## config.mk

```make
export PLATFORM = sky130hd
export DESIGN_NAME = avmm_work_loader
export DESIGN_NICKNAME = d
export VERILOG_FILES = /design/src/rtl/fpgaminer_pkg.sv /design/src/rtl/avmm_single_xfer.sv /design/src/rtl/avmm_work_loader.sv
export SDC_FILE = /design/constraint.sdc
export NUM_CORES = 1
export LEC_CHECK = 0
export ABC_AREA = 1
export BUFFER_PORTS_ARGS = -buffer_cell sky130_fd_sc_hd__buf_2
export CORE_MARGIN = 4
export CORE_UTILIZATION = 42
export DETAILED_ROUTE_END_ITERATION = 10
export PLACE_DENSITY_LB_ADDON = 0.15
export SLEW_MARGIN = 20
export SYNTH_ARGS = -nofsm -noshare
export SYNTH_HDL_FRONTEND = slang
export SYNTH_SLANG_ARGS = --single-unit
```

## constraint.sdc

```tcl
create_clock -name clk -period 2.92 [get_ports clk]
set_clock_uncertainty 0.2 [all_clocks]
set_input_delay 0.438 -clock clk [delete_from_list [all_inputs] [get_ports clk]]
set_output_delay 0.438 -clock clk [all_outputs]
set_load 0.05 [all_outputs]
```

## src/rtl/fpgaminer_pkg.sv

```systemverilog
// Shared types and default register map for the miner work-loading path.
//   loader_state_e : work loader FSM states
//   DEF_*_ADDR     : default miner register-file byte addresses
//   GAP_W          : width of the status-poll gap counter
package fpgaminer_pkg;

  typedef enum logic [2:0] {
    ST_IDLE,
    ST_WRITE,
    ST_START,
    ST_POLL,
    ST_POLL_WAIT,
    ST_READ_NONCE,
    ST_RESULT
  } loader_state_e;

  localparam int unsigned DEF_BASE_ADDR   = 'h00;
  localparam int unsigned DEF_CTRL_ADDR   = 'h40;
  localparam int unsigned DEF_STATUS_ADDR = 'h44;
  localparam int unsigned DEF_NONCE_ADDR  = 'h48;

  localparam int unsigned GAP_W = 8;

endpackage

```

## src/rtl/avmm_single_xfer.sv

```systemverilog
// Single Avalon-MM transfer engine with registered bus outputs.
// Accepts a request whenever the bus is free or the current transfer is
// completing, so consecutive requests run back-to-back with no dead cycle.
//   req_valid/req_write/req_addr/req_data : next transfer (sampled when free)
//   done_c   : current transfer completes this cycle
//   rdata_c  : read data, valid with done_c on a read
//   avm_*    : Avalon-MM master signals
module avmm_single_xfer #(
  parameter int unsigned ADDR_W = 8,
  parameter int unsigned DATA_W = 32
) (
  input  logic                clk,
  input  logic                reset_n,
  input  logic                req_valid,
  input  logic                req_write,
  input  logic [ADDR_W-1:0]   req_addr,
  input  logic [DATA_W-1:0]   req_data,
  output logic                done_c,
  output logic [DATA_W-1:0]   rdata_c,
  output logic [ADDR_W-1:0]   avm_address,
  output logic                avm_write,
  output logic                avm_read,
  output logic [DATA_W-1:0]   avm_writedata,
  output logic [DATA_W/8-1:0] avm_byteenable,
  input  logic [DATA_W-1:0]   avm_readdata,
  input  logic                avm_waitrequest
);

  logic free_c;

  assign done_c  = (avm_write | avm_read) & ~avm_waitrequest;
  assign rdata_c = avm_readdata;
  assign free_c  = ~(avm_write | avm_read) | done_c;

  // Bus registers: hold everything while stalled, reload on completion.
  always_ff @(posedge clk or negedge reset_n) begin
    if (!reset_n) begin
      avm_write      <= 1'b0;
      avm_read       <= 1'b0;
      avm_address    <= '0;
      avm_writedata  <= '0;
      avm_byteenable <= '1;
    end else begin
      avm_byteenable <= '1;
      if (free_c) begin
        avm_write <= req_valid & req_write;
        avm_read  <= req_valid & ~req_write;
        if (req_valid) begin
          avm_address   <= req_addr;
          avm_writedata <= req_data;
        end
      end
    end
  end

endmodule

```

## src/rtl/avmm_work_loader.sv

```systemverilog
// Avalon-MM master that loads one mining work unit into the miner register
// file, writes the start command and optionally polls for a found nonce.
//   work_valid/work_ready/work_data : work unit input (accepted in IDLE only)
//   abort                           : cancel status polling
//   avm_*                           : Avalon-MM master to the miner core
//   res_valid/res_nonce/res_ready   : found-nonce output
//   busy                            : high whenever not IDLE
module avmm_work_loader
  import fpgaminer_pkg::*;
#(
  parameter int unsigned DATA_W      = 32,
  parameter int unsigned ADDR_W      = 8,
  parameter int unsigned NUM_WORDS   = 16,
  parameter int unsigned BASE_ADDR   = DEF_BASE_ADDR,
  parameter int unsigned CTRL_ADDR   = DEF_CTRL_ADDR,
  parameter int unsigned STATUS_ADDR = DEF_STATUS_ADDR,
  parameter int unsigned NONCE_ADDR  = DEF_NONCE_ADDR,
  parameter bit          POLL_EN     = 1'b1,
  parameter int unsigned POLL_GAP    = 4
) (
  input  logic                          clk,
  input  logic                          reset_n,
  input  logic                          work_valid,
  output logic                          work_ready,
  input  logic [NUM_WORDS*DATA_W-1:0]   work_data,
  input  logic                          abort,
  output logic [ADDR_W-1:0]             avm_address,
  output logic                          avm_write,
  output logic                          avm_read,
  output logic [DATA_W-1:0]             avm_writedata,
  output logic [DATA_W/8-1:0]           avm_byteenable,
  input  logic [DATA_W-1:0]             avm_readdata,
  input  logic                          avm_waitrequest,
  output logic                          res_valid,
  output logic [DATA_W-1:0]             res_nonce,
  input  logic                          res_ready,
  output logic                          busy
);

  localparam int unsigned CNT_W  = $clog2(NUM_WORDS + 1);
  localparam int unsigned WORK_W = NUM_WORDS * DATA_W;
  localparam logic [CNT_W-1:0]  LAST_IDX = CNT_W'(NUM_WORDS - 1);
  localparam logic [GAP_W-1:0]  GAP_INIT = GAP_W'(POLL_GAP);
  localparam logic [ADDR_W-1:0] CTRL_A   = ADDR_W'(CTRL_ADDR);
  localparam logic [ADDR_W-1:0] STATUS_A = ADDR_W'(STATUS_ADDR);
  localparam logic [ADDR_W-1:0] NONCE_A  = ADDR_W'(NONCE_ADDR);

  loader_state_e       state, state_n;
  logic [WORK_W-1:0]   work_q;
  logic [CNT_W-1:0]    cnt, cnt_n, cnt_inc_c;
  logic [GAP_W-1:0]    gap, gap_n;
  logic                abort_pend, abort_pend_n;
  logic                accept_c;
  logic                req_valid_c, req_write_c;
  logic [ADDR_W-1:0]   req_addr_c;
  logic [DATA_W-1:0]   req_data_c;
  logic                done_c;
  logic [DATA_W-1:0]   rdata_c;

  // Byte address of data word idx, wrapping modulo 2^ADDR_W.
  function automatic logic [ADDR_W-1:0] word_addr(input logic [CNT_W-1:0] idx);
    logic [31:0] a;
    a = 32'(BASE_ADDR) + (32'(idx) << 2);
    return ADDR_W'(a);
  endfunction

  avmm_single_xfer #(
    .ADDR_W (ADDR_W),
    .DATA_W (DATA_W)
  ) u_xfer (
    .clk             (clk),
    .reset_n         (reset_n),
    .req_valid       (req_valid_c),
    .req_write       (req_write_c),
    .req_addr        (req_addr_c),
    .req_data        (req_data_c),
    .done_c          (done_c),
    .rdata_c         (rdata_c),
    .avm_address     (avm_address),
    .avm_write       (avm_write),
    .avm_read        (avm_read),
    .avm_writedata   (avm_writedata),
    .avm_byteenable  (avm_byteenable),
    .avm_readdata    (avm_readdata),
    .avm_waitrequest (avm_waitrequest)
  );

  // Next state plus the transfer to issue at the coming edge; issuing on the
  // completing cycle keeps the strobes continuous between transfers.
  always_comb begin
    state_n      = state;
    cnt_n        = cnt;
    gap_n        = gap;
    abort_pend_n = abort_pend;
    req_valid_c  = 1'b0;
    req_write_c  = 1'b0;
    req_addr_c   = '0;
    req_data_c   = '0;
    accept_c     = work_valid & work_ready;
    cnt_inc_c    = cnt + CNT_W'(1);

    case (state)
      ST_IDLE: begin
        if (accept_c) begin
          state_n     = ST_WRITE;
          cnt_n       = '0;
          req_valid_c = 1'b1;
          req_write_c = 1'b1;
          req_addr_c  = word_addr('0);
          req_data_c  = work_data[DATA_W-1:0];
        end
      end
      ST_WRITE: begin
        if (done_c) begin
          req_valid_c = 1'b1;
          req_write_c = 1'b1;
          if (cnt == LAST_IDX) begin
            state_n    = ST_START;
            req_addr_c = CTRL_A;
            req_data_c = DATA_W'(1);
          end else begin
            cnt_n      = cnt_inc_c;
            req_addr_c = word_addr(cnt_inc_c);
            req_data_c = work_q[int'(cnt_inc_c) * int'(DATA_W) +: DATA_W];
          end
        end
      end
      ST_START: begin
        if (done_c) begin
          if (POLL_EN) begin
            state_n      = ST_POLL;
            abort_pend_n = 1'b0;
            req_valid_c  = 1'b1;
            req_addr_c   = STATUS_A;
          end else begin
            state_n = ST_IDLE;
          end
        end
      end
      ST_POLL: begin
        if (done_c) begin
          abort_pend_n = 1'b0;
          if (abort || abort_pend) begin
            // Status data is discarded when cancelling.
            state_n = ST_IDLE;
          end else if (rdata_c[0]) begin
            state_n     = ST_READ_NONCE;
            req_valid_c = 1'b1;
            req_addr_c  = NONCE_A;
          end else if (POLL_GAP == 0) begin
            req_valid_c = 1'b1;
            req_addr_c  = STATUS_A;
          end else begin
            state_n = ST_POLL_WAIT;
            gap_n   = GAP_INIT;
          end
        end else if (abort) begin
          abort_pend_n = 1'b1;
        end
      end
      ST_POLL_WAIT: begin
        if (abort) begin
          state_n = ST_IDLE;
        end else if (gap <= GAP_W'(1)) begin
          state_n     = ST_POLL;
          req_valid_c = 1'b1;
          req_addr_c  = STATUS_A;
        end else begin
          gap_n = gap - GAP_W'(1);
        end
      end
      ST_READ_NONCE: begin
        if (done_c) state_n = ST_RESULT;
      end
      ST_RESULT: begin
        if (res_ready) state_n = ST_IDLE;
      end
      default: state_n = ST_IDLE;
    endcase
  end

  // State and registered outputs.
  always_ff @(posedge clk or negedge reset_n) begin
    if (!reset_n) begin
      state      <= ST_IDLE;
      work_q     <= '0;
      cnt        <= '0;
      gap        <= '0;
      abort_pend <= 1'b0;
      work_ready <= 1'b1;
      busy       <= 1'b0;
      res_valid  <= 1'b0;
      res_nonce  <= '0;
    end else begin
      state      <= state_n;
      cnt        <= cnt_n;
      gap        <= gap_n;
      abort_pend <= abort_pend_n;
      work_ready <= (state_n == ST_IDLE);
      busy       <= (state_n != ST_IDLE);
      if (state == ST_IDLE && accept_c) work_q <= work_data;
      if (state == ST_READ_NONCE && done_c) begin
        res_nonce <= rdata_c;
        res_valid <= 1'b1;
      end else if (state == ST_RESULT && res_ready) begin
        res_valid <= 1'b0;
      end
    end
  end

endmodule

```

==> results of run 1 <==
==> area by class of cell <==
cell class                 instances  area, µm²  area share
antenna                           11       27.5    0.000676
clock buffer                     100       2050      0.0503
clock inverter                    20        275     0.00676
inverter                         552       2090      0.0514
multi-input combinational       2350      10600       0.259
sequential                       603      15100       0.371
tap                              873       1090      0.0268
timing repair buffer            1236       9510       0.234
==> routing by layer <==
layer  up-vias  track usage  routed length, µm
met5         -            0                 95
met4        14        0.164               6780
met3       316       0.0560               7960
met2      1179        0.536              56800
met1     13729        0.399              46200
li1      13735            -                  -
==> cells by family (layout without fill, tap and decap cells) <==
group	Yosys count	count (layout)	share of synthesized area
multiplexers	31	31	0.0122
AO/OA/AOI/OAI	534	534	0.0936
adder cells (fa/ha/maj)	4	4	0.00175
XOR/XNOR	7	7	0.00240
buffers and inverters	790	1908	0.109
flip-flops	603	603	0.527
AND/OR/NAND/NOR	1767	1767	0.254
other	2	18	0.000262
==> Yosys cell counts (5+ instances only) <==
cell      number  share of area
nand2_1     1263           0.17
dfrtp_1      602           0.53
inv_1        550          0.072
o21ai_0      526          0.092
nand3_1      465          0.081
clkbuf_1     133          0.017
buf_2         81          0.014
mux2_2        31          0.012
nor2_1        17         0.0022
buf_1         13         0.0017
buf_4          8         0.0021
xor2_1         6         0.0018
nand4_1        5         0.0011
==> what timing repair did <==
action / 4_1_cts / 5_1_grt
hold buffers: 541 / 0
hold endpoints to repair: 599 / 0
setup endpoints to repair: 0 / 2
gates resized for setup: 0 / 2
==> registers in the layout, summed over array words and instances (netlist names) <==
signal,flops
work_q,512
res_nonce,32
u_xfer.avm_writedata,32
gap,8
cnt,5
u_xfer.avm_address,5
state,3
abort_pend,1
busy,1
res_valid,1
u_xfer.avm_read,1
u_xfer.avm_write,1
work_ready,1
==> power by group through the flow <==
stage | registers [mW] | clock network (mW) | logic, mW
2_1_floorplan | 14.7 | 0 | 7.95
3_3_place_gp | 13.6 | 0 | 14.0
3_5_place_dp | 13.7 | 0 | 14.1
4_1_cts | 13.6 | 9.17 | 14.8
5_1_grt | 14.0 | 9.54 | 16.4
6_report | 13.6 | 9.04 | 14.8
==> final timing paths <==
path / slack [ns] / cells after the start / start / to
worst max register to register: 0.04 / 12 / cnt[0] / u_xfer.avm_writedata[11]
worst min register to register: 0.26 / 2 / u_xfer.avm_address[2] / u_xfer.avm_address[2]
min in group asynchronous: 0.17 / 2 / reset_n / work_q[394]
worst max-delay path: 0.04 / 12 / cnt[0] / u_xfer.avm_writedata[11]
worst min-delay path: 0.04 / 3 / work_data[2] / work_q[2]
max in group asynchronous: 1.41 / 3 / reset_n / work_q[104]
==> per-stage QoR <==
step / std cells / cell area, µm²
finish: 5745 / 40700
global route: 5739 / 40700
CTS: 5734 / 40700
detailed placement: 5073 / 32900
global placement: 5073 / 32900
floorplan: 3743 / 28700
==> worst register-to-register path: stages, from the launching register on <==
cell and delay (ns):
dfrtp_4 0.55, ha_4 0.31, inv_6 0.21, buf_12 0.22, buf_12 0.27, nand3_1 0.16, nand3_1 0.17, nand3_1 0.30
nand2_1 0.17, nand2_1 0.06, nand2_1 0.06, nand2_1 0.06, nand2_1 0.07
==> summary.txt, run 1 <==
Run status
  • Status: finished clean

Pwr
  • Sw Pwr: 14.9 mW
  • Cell Int Power: 22.6 mW
  • Clock share of power: 0.241
  • Net Sw Frac: 0.397
  • P_leak: 20.6 nW
  • Pwr Density: ~900 mW/mm²
  • Comb power frac: 0.395
  • Max VDD drop: 672 µV
  • Final Power: 37.5 mW
  • Flop pwr share: 0.364

Placed design
  • RePlAce Congestion: 0.955
  • Port bufs: 623
  • Pre-CTS WS: 0.100 ns
  • Detailed Place HPWL: around 80000 µm

Yosys
  • Unique cell type count in the Yosys netlist: 33
  • Yosys reg bits: 603
  • Sequential area share after synthesis: 0.527
  • Post-synth EDFFs: 0
  • Ys flop type: dfrtp_1
  • Mapped Cells: roughly 3700
  • Ys Warns: 0
  • Synthesized cell area: 0.0287 mm²
  • Ys async rst share: 1.00
  • Syn avg cell area: 7.67 µm²

Routing
  • Vias per cell: around 5.0
  • Post-route DRC: 0
  • DR pass1 iterations: 8
  • DR WL/cell: 20.5 µm
  • Antenna viol nets, final: 0
  • Via count: between 20000 and 30000
  • Routed wire length: approximately 120000 µm
  • Initial drt markers: about 2700

STA
  • RSZ-0062 raised after global routing: no
  • Crit path time final: 2.88 ns
  • Final WS setup: approximately 0.045 ns
  • Hold_ws: 0.0354 ns
  • Setup-failing EPs final: 0
  • Endpoints failing hold: 0
  • Max Slew Vio Count: 0
  • Slew margin rel.: 0.546
  • Final period util: 0.985
  • TNS Setup: 0 ns
  • Fmax: roughly 350 MHz
  • Worst-Margin Slew: ~0.68 ns

Worst setup path
  • CP Data Arrival Time: 3.21 ns
  • Max incr delay on CP: between 0.5 and 0.6 ns
  • Crit-path slowest cell: dfrtp_4
  • Worst EP required: 3.26 ns
  • Worst Setup Path Type: flip-flop to flip-flop
  • Cells along the critical path: ha_4, inv_6, buf_12, buf_12, nand3_1, nand3_1, nand3_1, nand2_1, nand2_1, nand2_1, nand2_1, nand2_1
  • Startpoint Class: flip-flop
  • Delay-heaviest family, CP: simple AND/OR/NAND/NOR gates
  • CP dominant cell by count: nand2_1
  • CP Max Fanout: 46
  • Buf/Inv on CP: 3
  • Type of destination of the critical path: flip-flop

Global routing
  • Vias in the first global route: around 30000
  • First-pass GRT wire length: 179000 µm
  • Initial antenna violation count: 20
  • Final global-route overflow total: 0
  • Pin count of the biggest net entering global routing: 160
  • GRT Util Overall: 0.320

Clock tree
  • CTS root buffer: clkbuf_16
  • Worst-path clk slew: around 0.07 ns
  • Longest Clk Path Bufs: 3
  • CTS tree: built
  • H-tree depth: 3
  • CTS buffer count: 70
  • Setup Buffers After CTS: 0
  • Sink Count: approximately 600
  • Clock Latency Late Sink: 0.61 ns

Finish
  • Most frequent cells in the layout: nand2_1, buf_2, dfrtp_1
  • Share of post-route cells with drive strength above 1: 0.176
  • # nets final: 5367
  • Most common cell after layout, fill and taps aside: nand2_1
  • Fin util: 0.604
  • Synth-to-layout area growth: 42.0%
  • Number of filler cells placed in the layout: 5891

Floorplanning
  • Num ports: 631
  • Height of the die: 269 µm
  • Num rows: 95
  • Core area: 0.0674 mm²
  • Initial Util: 0.425
  • Die X: approximately 270 µm
  • Die area: 0.0725 mm²

Min path
  • Min-delay worst type: input pin to flip-flop

Job
  • Total of max-cap violations: 0
No activity file was read; power rests on OpenSTA's default activity.
==> inputs of run 2 (changes only) <==
ABC_AREA = not set   (was 1)
SETUP_SLACK_MARGIN = 0.4   (was not set)
==> summary.txt, run 2 <==
Run status
  • Status: finished clean

Global routing
  • Final global-route overflow total: 0 (unchanged)
  • Pin count of the biggest net entering global routing: 69 (-57%)
  • Initial antenna violation count: 18 (-10%)
  • First-pass GRT wire length: 135000 µm (-24%)
  • Vias in the first global route: 22494 (-24%)
  • GRT Util Overall: 0.263 (-0.0570)

Routing
  • Initial drt markers: 1039 (-61%)
  • Vias per cell: 5.35 (+6.1%)
  • Via count: 20032 (-31%)
  • Post-route DRC: 0 (unchanged)
  • Routed wire length: 90500 µm (-23%)
  • DR WL/cell: 24.2 µm (+18%)
  • DR pass1 iterations: 5 (-3)
  • Antenna viol nets, final: 0 (unchanged)

STA
  • Max Slew Vio Count: 0 (unchanged)
  • Setup-failing EPs final: 0 (unchanged)
  • Final period util: 0.921 (-0.0641)
  • Slew margin rel.: 0.510 (-0.0363)
  • Fmax: 372 MHz (+7.0%)
  • Crit path time final: 2.69 ns (-0.187 ns)
  • Worst-Margin Slew: 0.735 ns (+0.0545 ns)
  • TNS Setup: 0 ns (unchanged)
  • RSZ-0062 raised after global routing: yes
  • Endpoints failing hold: 0 (unchanged)

Yosys
  • Synthesized cell area: 0.0268 mm² (-6.6%)
  • Mapped Cells: 1613 (-57%)
  • Ys async rst share: 1.00 (unchanged)
  • Main combinational cell family by area after synthesis: multiplexers
  • Unique cell type count in the Yosys netlist: 52 (+58%)
  • Top cells by area, synth: dfrtp_1, mux2_2, mux4_2
  • Post-synth EDFFs: 0 (unchanged)
  • Top cells by count, synth: dfrtp_1, mux2_2, mux4_2
  • Sequential area share after synthesis: 0.564 (+0.0371)
  • Ys Warns: 0 (unchanged)
  • Post-synthesis mux area share: 0.364 (+0.352)
  • Post-Synth Adder-Cell Area: 0.00187 (+0.000123)
  • Area leader, netlist: dfrtp_1
  • Yosys reg bits: 603 (unchanged)
  • Fraction of synthesized cell area in xor and xnor cells: 0.00262 (+0.000216)
  • Post-synthesis simple-gate area fraction: 0.0201 (-0.234)
  • Syn avg cell area: 16.6 µm² (+120%)
  • Synth Area in Compound Gates: 0.0220 (-0.0716)
  • Post-synth top area share: 0.563 (+0.0370)
  • Ys flop type: dfrtp_1
  • Most common cell in the netlist: dfrtp_1

Clock tree
  • Sink Count: 603 (unchanged)
  • H-tree depth: 3 (unchanged)
  • CTS buffer count: 69 (-1.4%)
  • CTS tree: built
  • CTS root buffer: clkbuf_16
  • Longest Clk Path Bufs: 3 (unchanged)
  • Clock Latency Late Sink: 0.59 ns (-0.02 ns)
  • Worst-path clk slew: 0.06 ns (about the same)

Job
  • Total of max-cap violations: 0 (unchanged)

Worst setup path
  • FF-to-FF End: u_xfer.avm_writedata[21]
  • CP Max Fanout: 24 (-48%)
  • Cells along the critical path: ha_4, buf_12, buf_16, mux4_2, mux4_2, a221o_1
  • Crit-path slowest cell: dfrtp_4
  • R2R cell count: 6 (-6)
  • Delay-heaviest family, CP: multiplexers
  • Buf/Inv on CP: 2 (-1)
  • R2r setup slk: 0.23 ns (+0.19 ns)
  • Startpoint Class: flip-flop
  • Worst EP required: 3.19 ns (-0.07 ns)
  • Max incr delay on CP: 0.52 ns (-0.03 ns)
  • CP Data Arrival Time: 2.96 ns (-0.25 ns)
  • Worst Setup Path Type: flip-flop to flip-flop
  • Type of destination of the critical path: flip-flop
  • CP dominant cell by count: mux4_2
  • Reg2reg start: cnt[0]

Min path
  • Hold depth: 4 (+1)
  • Worst hold path startpoint: work_valid
  • Hold Path Sink: cnt[4]
  • Min-delay worst type: input pin to flip-flop

Pwr
  • Sw Pwr: 9.54 mW (-36%)
  • Net Sw Frac: 0.316 (-0.0808)
  • Max VDD drop: 500 µV (-26%)
  • Pwr Density: 760 mW/mm² (-17%)
  • P_leak: 18.5 nW (-10%)
  • Comb power frac: 0.386 (-0.009)
  • Flop pwr share: 0.333 (-0.031)
  • Clock share of power: 0.281 (+0.040)
  • Cell Int Power: 20.6 mW (-8.8%)

Floorplanning
  • Height of the die: 260 µm (-3.2%)
  • Die X: 260 µm (-3.2%)
  • Num ports: 631 (unchanged)
  • Num rows: 92 (-3.2%)
  • Core area: 0.0631 mm² (-6.4%)
  • Initial Util: 0.424 (-0.000807)
  • Die area: 0.0678 mm² (-6.4%)

Finish
  • Fin util: 0.629 (+0.0248)
  • Largest register FFs: 512 (unchanged)
  • Biggest regs: work_q (512), res_nonce (32), u_xfer.avm_writedata (32)
  • Most frequent cells in the layout: buf_2, dfrtp_1, dlygate4sd3_1
  • Top reg by flops: work_q
  • # nets final: 3390 (-37%)
  • Design Area, Final: 0.0397 mm² (-2.6%)
  • Share of post-route cells with drive strength above 1: 0.538 (+0.362)
  • Most common cell after layout, fill and taps aside: buf_2
  • Synth-to-layout area growth: 48.2%

Placed design
  • Port bufs: 623 (unchanged)
  • Post-DP Area: 0.0313 mm² (-4.9%)
  • RePlAce Congestion: 0.860 (-10%)
  • Detailed Place HPWL: 59100 µm (-27%)
[run 2: cell count changes after synthesis, moves of 32 or more]
| cell | change |
|---|---|
| nand2_1 | -1254 |
| inv_1 | -541 |
| o21ai_0 | -518 |
| mux2_2 | +516 |
| nand3_1 | -460 |
| mux4_2 | +159 |
| clkbuf_1 | -100 |
| and3_1 | +36 |
| a221o_1 | +32 |
[run 2: worst max-delay path by stage]
| stage | from | end | slack (ns) | depth (start not counted) |
|---|---|---|---|---|
| finish | cnt[0] | u_xfer.avm_writedata[21] | 0.23 | 6 |
| CTS | cnt[0] | u_xfer.avm_writedata[21] | 0.23 | 6 |
| floorplan | u_xfer.avm_read | u_xfer.avm_writedata[27] | 0.41 | 8 |
| global route | cnt[0] | u_xfer.avm_writedata[8] | 0.17 | 7 |
| detailed placement | cnt[0] | u_xfer.avm_writedata[8] | 0.17 | 6 |
| global placement | cnt[0] | u_xfer.avm_writedata[8] | 0.21 | 6 |
[run 2: cells by family after synthesis]
| family | count (synthesis) |
|---|---|
| simple gates | 92 |
| fa+ha+maj | 4 |
| compound gates | 69 |
| flops | 603 |
| other cells | 2 |
| mux | 707 |
| buf+inv | 128 |
| xor+xnor | 8 |
[run 2: layout make-up]
class | instances | area [µm²]
well taps | 846 | 1060
clock inverters | 11 | 88.8
flip-flops and latches | 603 | 15100
inverters | 9 | 33.8
diodes | 18 | 45.0
clock buffers | 104 | 2110
fillers | 4561 | 23400
multi-input cells | 887 | 11200
repair buffers | 1266 | 10100
[run 2: per-stage QoR]
stage	power, mW	hold WS [ns]	cells	setup slack, ns
after CTS	30.1	0.115	3719	0.235
final	30.1	0.203	3744	0.232
after global placement	19.5	0.274	3035	0.210
after global routing	31.4	0.219	3740	0.166
after floorplan	16.6	-0.0576	1618	0.407
after detailed placement	19.7	0.288	3035	0.170
[run 2: power groups by stage]
| stage | registers [mW] | logic [mW] | clock network, mW |
|---|---|---|---|
| 6_report | 10.0 | 11.6 | 8.46 |
| 2_1_floorplan | 10.8 | 5.74 | 0 |
| 4_1_cts | 10.0 | 11.4 | 8.67 |
| 3_3_place_gp | 10.2 | 9.30 | 0 |
| 3_5_place_dp | 10.1 | 9.52 | 0 |
| 5_1_grt | 10.1 | 12.3 | 9.00 |
[run 2: repair_timing]
action,CTS,global route
buffers inserted,13,3
endpoints found under the setup margin,201,42
pin swaps,2,6
endpoints found under the hold margin,615,0
cloned,8,4
hold buffers,548,0
gates resized for setup,22,12
[run 2: worst register-to-register path, cell delays in order (launching register included)]
cell and delay, ns:
dfrtp_4 0.52, ha_4 0.35, buf_12 0.18, buf_16 0.20, mux4_2 0.34, mux4_2 0.49, a221o_1 0.30
[run 2: layer usage]
layer  part of all wire  wire, µm  vias to the layer above  track usage
met5            0.00036        33                        -            0
met4              0.056      5110                        6        0.132
met3              0.058      5280                      303       0.0524
met2               0.51     45700                      833        0.448
met1               0.38     34300                    10299        0.320
li1                   -         -                     8591            -
